<file path="src/rtl/timestep_controller_if.sv">
// Bundle between the timestep controller and its environment: start request,
// instruction word and counter value in; counter clear, datapath enables and status out.
interface timestep_controller_if #(
  parameter int NREG = 4,
  parameter int CNTW = 8
);
  logic            EXEC;
  logic [9:0]      INSTR;
  logic [1:0]      T;
  logic            CLR;
  logic            IRin;
  logic [NREG-1:0] Rin;
  logic [NREG-1:0] Rout;
  logic            ENW;
  logic            Ain;
  logic            Gin;
  logic            Gout;
  logic [1:0]      FN;
  logic            DONE;
  logic            ERR;
  logic [CNTW-1:0] ICNT;

  modport master (
    output EXEC, INSTR, T,
    input  CLR, IRin, Rin, Rout, ENW, Ain, Gin, Gout, FN, DONE, ERR, ICNT
  );

  modport slave (
    input  EXEC, INSTR, T,
    output CLR, IRin, Rin, Rout, ENW, Ain, Gin, Gout, FN, DONE, ERR, ICNT
  );
endinterface

</file>
<file path="src/rtl/timestep_controller.sv">
// Instruction sequencer for the 10-bit processor: latches the instruction at T0,
// decodes per-timestep datapath enables, and restarts the timestep counter via CLR.
module timestep_controller #(
  parameter int NREG = 4,
  parameter int CNTW = 8
) (
  input logic                   CLKb,
  input logic                   CLRb,
  timestep_controller_if.slave  bus
);

  typedef enum logic {IDLE, RUN} state_e;

  state_e          state_q, state_d;
  logic [9:0]      ir_q, ir_d;
  logic            clr_q, clr_d;
  logic            err_q, err_d;
  logic [CNTW-1:0] icnt_q, icnt_d;

  logic [3:0]      op;
  logic [1:0]      rx, ry;
  logic            legal;
  logic            ir_unused;

  logic            irin, enw, ain, gin, gout, done;
  logic [NREG-1:0] rin, rout;
  logic [1:0]      fn;

  assign op        = ir_q[9:6];
  assign rx        = ir_q[5:4];
  assign ry        = ir_q[3:2];
  assign legal     = (op <= 4'd5);
  assign ir_unused = ^ir_q[1:0];

  // Decode is gated by RUN, so every enable is 0 while idle regardless of T.
  always_comb begin
    irin = 1'b0;
    enw  = 1'b0;
    ain  = 1'b0;
    gin  = 1'b0;
    gout = 1'b0;
    done = 1'b0;
    rin  = '0;
    rout = '0;
    fn   = '0;
    if (state_q == RUN) begin
      if (bus.T == 2'd0) begin
        irin = 1'b1;
      end else begin
        unique case (op)
          4'h0: if (bus.T == 2'd1) begin
            enw     = 1'b1;
            rin[rx] = 1'b1;
            done    = 1'b1;
          end
          4'h1: if (bus.T == 2'd1) begin
            rout[ry] = 1'b1;
            rin[rx]  = 1'b1;
            done     = 1'b1;
          end
          4'h2, 4'h3, 4'h4, 4'h5: begin
            unique case (bus.T)
              2'd1: begin
                rout[rx] = 1'b1;
                ain      = 1'b1;
              end
              2'd2: begin
                rout[ry] = 1'b1;
                gin      = 1'b1;
                fn       = 2'(op - 4'd2);
              end
              2'd3: begin
                gout    = 1'b1;
                rin[rx] = 1'b1;
                done    = 1'b1;
              end
              default: ;
            endcase
          end
          default: if (bus.T == 2'd1) done = 1'b1;
        endcase
      end
    end
  end

  always_comb begin
    state_d = state_q;
    ir_d    = ir_q;
    clr_d   = clr_q;
    err_d   = err_q;
    icnt_d  = icnt_q;
    unique case (state_q)
      IDLE: begin
        clr_d = 1'b1;
        if (bus.EXEC) begin
          state_d = RUN;
          clr_d   = 1'b0;
        end
      end
      RUN: begin
        if (bus.T == 2'd0) ir_d = bus.INSTR;
        if (done) begin
          state_d = IDLE;
          clr_d   = 1'b1;
          if (legal) icnt_d = icnt_q + 1'b1;
          else       err_d  = 1'b1;
        end
      end
      default: state_d = IDLE;
    endcase
  end

  always_ff @(negedge CLKb or negedge CLRb) begin
    if (!CLRb) begin
      state_q <= IDLE;
      ir_q    <= '0;
      clr_q   <= 1'b1;
      err_q   <= 1'b0;
      icnt_q  <= '0;
    end else begin
      state_q <= state_d;
      ir_q    <= ir_d;
      clr_q   <= clr_d;
      err_q   <= err_d;
      icnt_q  <= icnt_d;
    end
  end

  assign bus.CLR  = clr_q;
  assign bus.ERR  = err_q;
  assign bus.ICNT = icnt_q;
  assign bus.IRin = irin;
  assign bus.Rin  = rin;
  assign bus.Rout = rout;
  assign bus.ENW  = enw;
  assign bus.Ain  = ain;
  assign bus.Gin  = gin;
  assign bus.Gout = gout;
  assign bus.FN   = fn;
  assign bus.DONE = done;

endmodule
</file>
<file path="src/flat_wrapper.sv">
// flat-port wrapper written by rule: the top's interface ports become plain ports
module timestep_controller_flat 
#(
  parameter int NREG = 4,
  parameter int CNTW = 8
)
  (CLKb, CLRb, bus_EXEC, bus_INSTR, bus_T, bus_CLR, bus_IRin, bus_Rin, bus_Rout, bus_ENW, bus_Ain, bus_Gin, bus_Gout, bus_FN, bus_DONE, bus_ERR, bus_ICNT);
  timestep_controller_if #(.NREG(NREG), .CNTW(CNTW)) bus_i ();
  input logic CLKb;
  input logic CLRb;
  input wire logic [$bits(bus_i.EXEC)-1:0] bus_EXEC;
  input wire logic [$bits(bus_i.INSTR)-1:0] bus_INSTR;
  input wire logic [$bits(bus_i.T)-1:0] bus_T;
  output wire logic [$bits(bus_i.CLR)-1:0] bus_CLR;
  output wire logic [$bits(bus_i.IRin)-1:0] bus_IRin;
  output wire logic [$bits(bus_i.Rin)-1:0] bus_Rin;
  output wire logic [$bits(bus_i.Rout)-1:0] bus_Rout;
  output wire logic [$bits(bus_i.ENW)-1:0] bus_ENW;
  output wire logic [$bits(bus_i.Ain)-1:0] bus_Ain;
  output wire logic [$bits(bus_i.Gin)-1:0] bus_Gin;
  output wire logic [$bits(bus_i.Gout)-1:0] bus_Gout;
  output wire logic [$bits(bus_i.FN)-1:0] bus_FN;
  output wire logic [$bits(bus_i.DONE)-1:0] bus_DONE;
  output wire logic [$bits(bus_i.ERR)-1:0] bus_ERR;
  output wire logic [$bits(bus_i.ICNT)-1:0] bus_ICNT;
  assign bus_i.EXEC = bus_EXEC;
  assign bus_i.INSTR = bus_INSTR;
  assign bus_i.T = bus_T;
  assign bus_CLR = bus_i.CLR;
  assign bus_IRin = bus_i.IRin;
  assign bus_Rin = bus_i.Rin;
  assign bus_Rout = bus_i.Rout;
  assign bus_ENW = bus_i.ENW;
  assign bus_Ain = bus_i.Ain;
  assign bus_Gin = bus_i.Gin;
  assign bus_Gout = bus_i.Gout;
  assign bus_FN = bus_i.FN;
  assign bus_DONE = bus_i.DONE;
  assign bus_ERR = bus_i.ERR;
  assign bus_ICNT = bus_i.ICNT;
  timestep_controller #(.NREG(NREG), .CNTW(CNTW)) u_core (.CLKb(CLKb), .CLRb(CLRb), .bus(bus_i));
endmodule
</file>
<file path="config.mk">
export PLATFORM = sky130hd
export DESIGN_NAME = timestep_controller_flat
export DESIGN_NICKNAME = d
export VERILOG_FILES = /design/src/rtl/timestep_controller_if.sv /design/src/rtl/timestep_controller.sv /design/src/flat_wrapper.sv
export SDC_FILE = /design/constraint.sdc
export NUM_CORES = 1
export LEC_CHECK = 0
export CAP_MARGIN = 20
export CORE_AREA = 2 2 74 48
export DETAILED_ROUTE_END_ITERATION = 8
export DIE_AREA = 0 0 76 50
export PLACE_DENSITY_LB_ADDON = 0.12
export SETUP_SLACK_MARGIN = 0.4
export SYNTH_ARGS = -nofsm -noshare
export SYNTH_HDL_FRONTEND = slang
export SYNTH_SLANG_ARGS = --single-unit
export TNS_END_PERCENT = 10
</file>
<file path="constraint.sdc">
create_clock -name CLKb -period 2.45 [get_ports CLKb]
set_input_delay 0.6125 -clock CLKb [delete_from_list [all_inputs] [get_ports CLKb]]
set_output_delay 0.6125 -clock CLKb [all_outputs]
set_load 0.02 [all_outputs]
</file>
# Word-level counts from Yosys, hierarchy flattened
# Cells that the tools add are included.
# classes
mux	44
magnitude_cmp	5
bitwise	2
eq_ne	9
n_reduce_logical	9
add_sub_neg	2
# op_table
operator	count
4-bit two-way mux	7
1-bit two-way mux	26
4-bit case mux with 2 select lines	3
8-bit by 1-bit adder with 8-bit output (second input constant)	1
4-bit by 2-bit equality test with 1-bit output (second input constant)	2
4-bit by 3-bit equality test with 1-bit output (second input constant)	2
2-bit two-way mux	4
2-bit by 3-bit < comparator with 1-bit output (second input constant)	2
3-bit AND reduction	2
1-bit demux with 2-bit select	2
2-bit equality test (second input constant)	2
4-bit by 1-bit equality test with 1-bit output (second input constant)	1
2-bit by 1-bit greater-or-equal comparator with 1-bit output (second input constant)	2
4-bit by 3-bit less-or-equal comparator with 1-bit output (second input constant)	1
4-bit zero test	1
1-bit case mux with 2 select lines	2
4-bit OR reduction	1
2-bit by 1-bit equality test with 1-bit output (second input constant)	1
1-bit logical AND	2
2-bit zero test	1
2-bit != test (second input constant)	1
1-bit inverter	2
2-bit AND reduction	1
2-bit OR reduction	1
2-bit subtractor (second input constant)	1
# totals
ff_bits	21
output_inout_bits	26

# Longest topological paths before layout
# depth
ltp_word	8
ltp_mapped	6
depth_no_buf	6

==> impl_results.md <==
- Status: finished with violations
- Failing checks: negative setup slack
- Vias in the first global route: 1,164
- CTS tree: built
- Num CTS Buffers: 3
- Max stage delay on crit path: 0.52 ns
- Syn Nets: around 130
- DR pass1 iterations: 4
- Crit path cell chain: xnor2_2 -> nor2_2 -> buf_4 -> a31oi_4 -> o32ai_4 -> buf_6
- Final slew viol count: 0
- Starting Density: a little over a third
- Total clock sinks: 19
- Final setup fails: 45
- Global Route Usage Sum: 18.19%
- Vias: 1,110
- Met3 WL post-DR: 131 um
- Worst EP required: 1.84 ns
- First DRT Iteration DRCs: 41
- Most frequent cells in the layout: buf_4 (47), buf_6 (20), dfrtn_1 (18)
- Syn Inst Count: 111
- Area grow syn2layout: 87.68%
- Worst Hold Path EP: u_core.bus.ERR$_DFFE_NN0P_
- Reg2Reg Depth: 6
- Synth Area in Adders: 6.719%
- Grt ovf: 0
- Placed insts: around 230
- Worst path bufs/invs: 2
- Slew margin rel.: 84.92%
- CP Launch Point: u_core.ir_q[8]$_DFFE_NN0P_
- Sequential cell area fraction in the yosys report: 42.67%
- CP Launch Type: flip-flop
- Antenna-violating nets left: 0
- Initial antenna violation count: 0
- Pwr/cell area: 994.0 nW/um2
- DR WL/cell: 13.24 um
- Area occupied by multi-input gates: 773.2 um2
- Hold Path Depth: 1
- H-tree depth: 1
- Worst EP arrival: 2.88 ns
- Slew @ Worst Pin: 0.2261 ns
- Total Neg Setup Slack: -29.68 ns
- Reg clk slew, reported paths: approximately 0.050 ns
- Die Y: 50 um
- Post-synthesis mux area share: a little under a tenth
- Clock skew: 0.04842 ns
- P_leak: 1.003 nW
- Total Wirelength: 3177 um
- Seq cells post-synth: 19
- CTS Root Cell: clkbuf_8
- I/O Pins: 41
- Final net count: between 200 and 250
- DP HPWL: 2409 um
- Hold_sp: u_core.bus.ERR$_DFFE_NN0P_
- Reg-to-Reg End: u_core.bus.ICNT[1]$_DFFE_NN0P_
- Max layer used: met4
- Post-synthesis xor/xnor area fraction: under 10%
- Residual DRC: 0
- Worst hold path type: reg2reg
- R2R Setup Slk: between 0.7 and 0.8 ns
- Die footprint: 3800 um2
- I/O Buffers: 38
- Share of post-route cells with drive strength above 1: a little over half
- Mapped Avg Cell Area: around 10 um2
- Global-route wire length before repair: between 5000 and 6000 um
- Placer Congestion: 0.7750
- Routed met1 length: 1481 um
- Most common cell after layout, fill and taps aside: buf_4
- Worst r2r src: u_core.ir_q[7]$_DFFE_NN0P_
- CP Class: reg2out
- Filler instances: ~240
- Setup WS post-layout: -1.044 ns
- Worst vdd ir: 0.5225 mV
- Reg area: between 400 and 500 um2
- Largest family of logic cells by synthesized area: simple AND/OR/NAND/NOR gates
- Via density: 4.625
- Post-Synth Simple-Gate Area: roughly 25%
- Synth unique cells: 33
- CP Capture Type: output port
- Synth Area in Compound Gates: 6.831%
- Clk Latency, worst-skew pair: approximately 0.32 ns
- Delay-heaviest family, CP: flip-flops
- CTS max path bufs: 2
- # diodes: 0
- Critical path fanouts, max: 4
- Non-Filler Instances: 240
- Met2 wire len: 1556 um
- Hold Vio Cnt, Final: 0
- Cell row count: 16
- Max-cap violations: 0
- Yosys warns: 0
- CP max stage cell: dfrtn_1
- Largest net degree at the start of global routing: 18
- Cell Area, Synth: 1117 um2
- Core Area: 3103 um2
- Chip Width: 76 um
- RSZ-0062 raised after global routing: yes
## sequential cells by signal (all words and copies together) (netlist names)
name	cells
u_core.bus.CLR	1
u_core.bus.ERR	1
u_core.ir_q	8
u_core.bus.ICNT	8
u_core.state_q	1
## cell type report
class / count / area share (%)
flip-flops and latches: 19 / 22.73
inverters: 6 / 1.074
clock inverters: 2 / 0.3580
well taps: 45 / 2.685
clock buffers: 3 / 1.969
repair buffers: 80 / 34.31
multi-input cells: 85 / 36.87
## per-stage QoR
stage,hold slack [ns],setup slack (ns),cell area (um2),total power [mW],util [%]
after floorplan,0.4694,-0.6802,1184,1.106,-
after global placement,0.4083,-1.224,1881,1.626,60.60
after detailed placement,0.4040,-1.264,1881,1.654,60.60
after CTS,0.4276,-1.064,2018,2.006,65.04
after global routing,0.4666,-1.151,2097,2.230,67.58
final,0.4229,-1.044,2097,2.084,67.58
## worst reg2reg max path, cell delays in order, from the launching register on
cell     delay (ns)
dfrtn_1        0.50
buf_4          0.16
xor2_2         0.15
a21o_2         0.18
nand2_4        0.09
buf_4          0.15
mux2_4         0.29
## logic make-up (layout without fill, tap and decap cells)
family,after synthesis,after routing
and+or+nand+nor,50,50
DFF,19,19
AOI/OAI and AO/OA,11,11
xor gates and xnor gates,9,9
muxes,9,9
buffers and inverters,7,91
adders and majority gates,6,6
## Yosys cell counts, drive strengths merged
cell,number,share of area (%)
dfrtn,18,40
inv,7,2.4
o22ai,2,1.1
nand2b,5,3.0
o32ai,1,0.78
mux2i,1,0.90
nand3b,1,0.67
nor2,13,5.8
nand3,7,3.1
and2b,1,0.78
nand4,3,1.7
nand2,8,3.4
xnor2,8,6.3
mux2,8,8.4
a21oi,1,0.45
a22o,1,0.78
nor2b,1,0.56
ha,6,6.7
a31oi,1,0.56
nor3,2,0.90
and2,3,1.7
nor3b,1,0.67
dfstp,1,2.4
and3,5,2.8
o21ai,2,0.90
xor2,1,0.78
a32oi,1,0.78
a21o,2,1.5
## report_power, final
part | switching, mW | internal (mW) | leakage (nW)
logic | 0.610 | 0.693 | 0.740
registers | 0.114 | 0.445 | 0.231
clock network | 0.110 | 0.114 | 0.0322
## worst max path at each step
stage,to,slack [ns],depth (start not counted)
CTS,bus_Rout[2],-1.06,6
floorplan,bus_Rout[1],-0.68,4
global route,bus_Rout[2],-1.15,6
finish,bus_Rout[2],-1.04,6
global placement,bus_Rout[2],-1.22,5
detailed placement,bus_Rout[2],-1.26,5
## layer usage
layer	GRT usage [%]	vias to the layer above
li1	-	548
met1	24.05	532
met2	31.55	28
met3	5.128	2
met4	0.9091	0
met5	0	-
## what timing repair did
action,4_1_cts,5_1_grt
endpoints found under the hold margin,0,0
gates resized for setup,159,12
pin swaps,12,9
cloned,0,0
setup endpoints to repair,45,62
buffers inserted,4,5
hold buffers,0,0
Power figures use the tool's default switching activity.
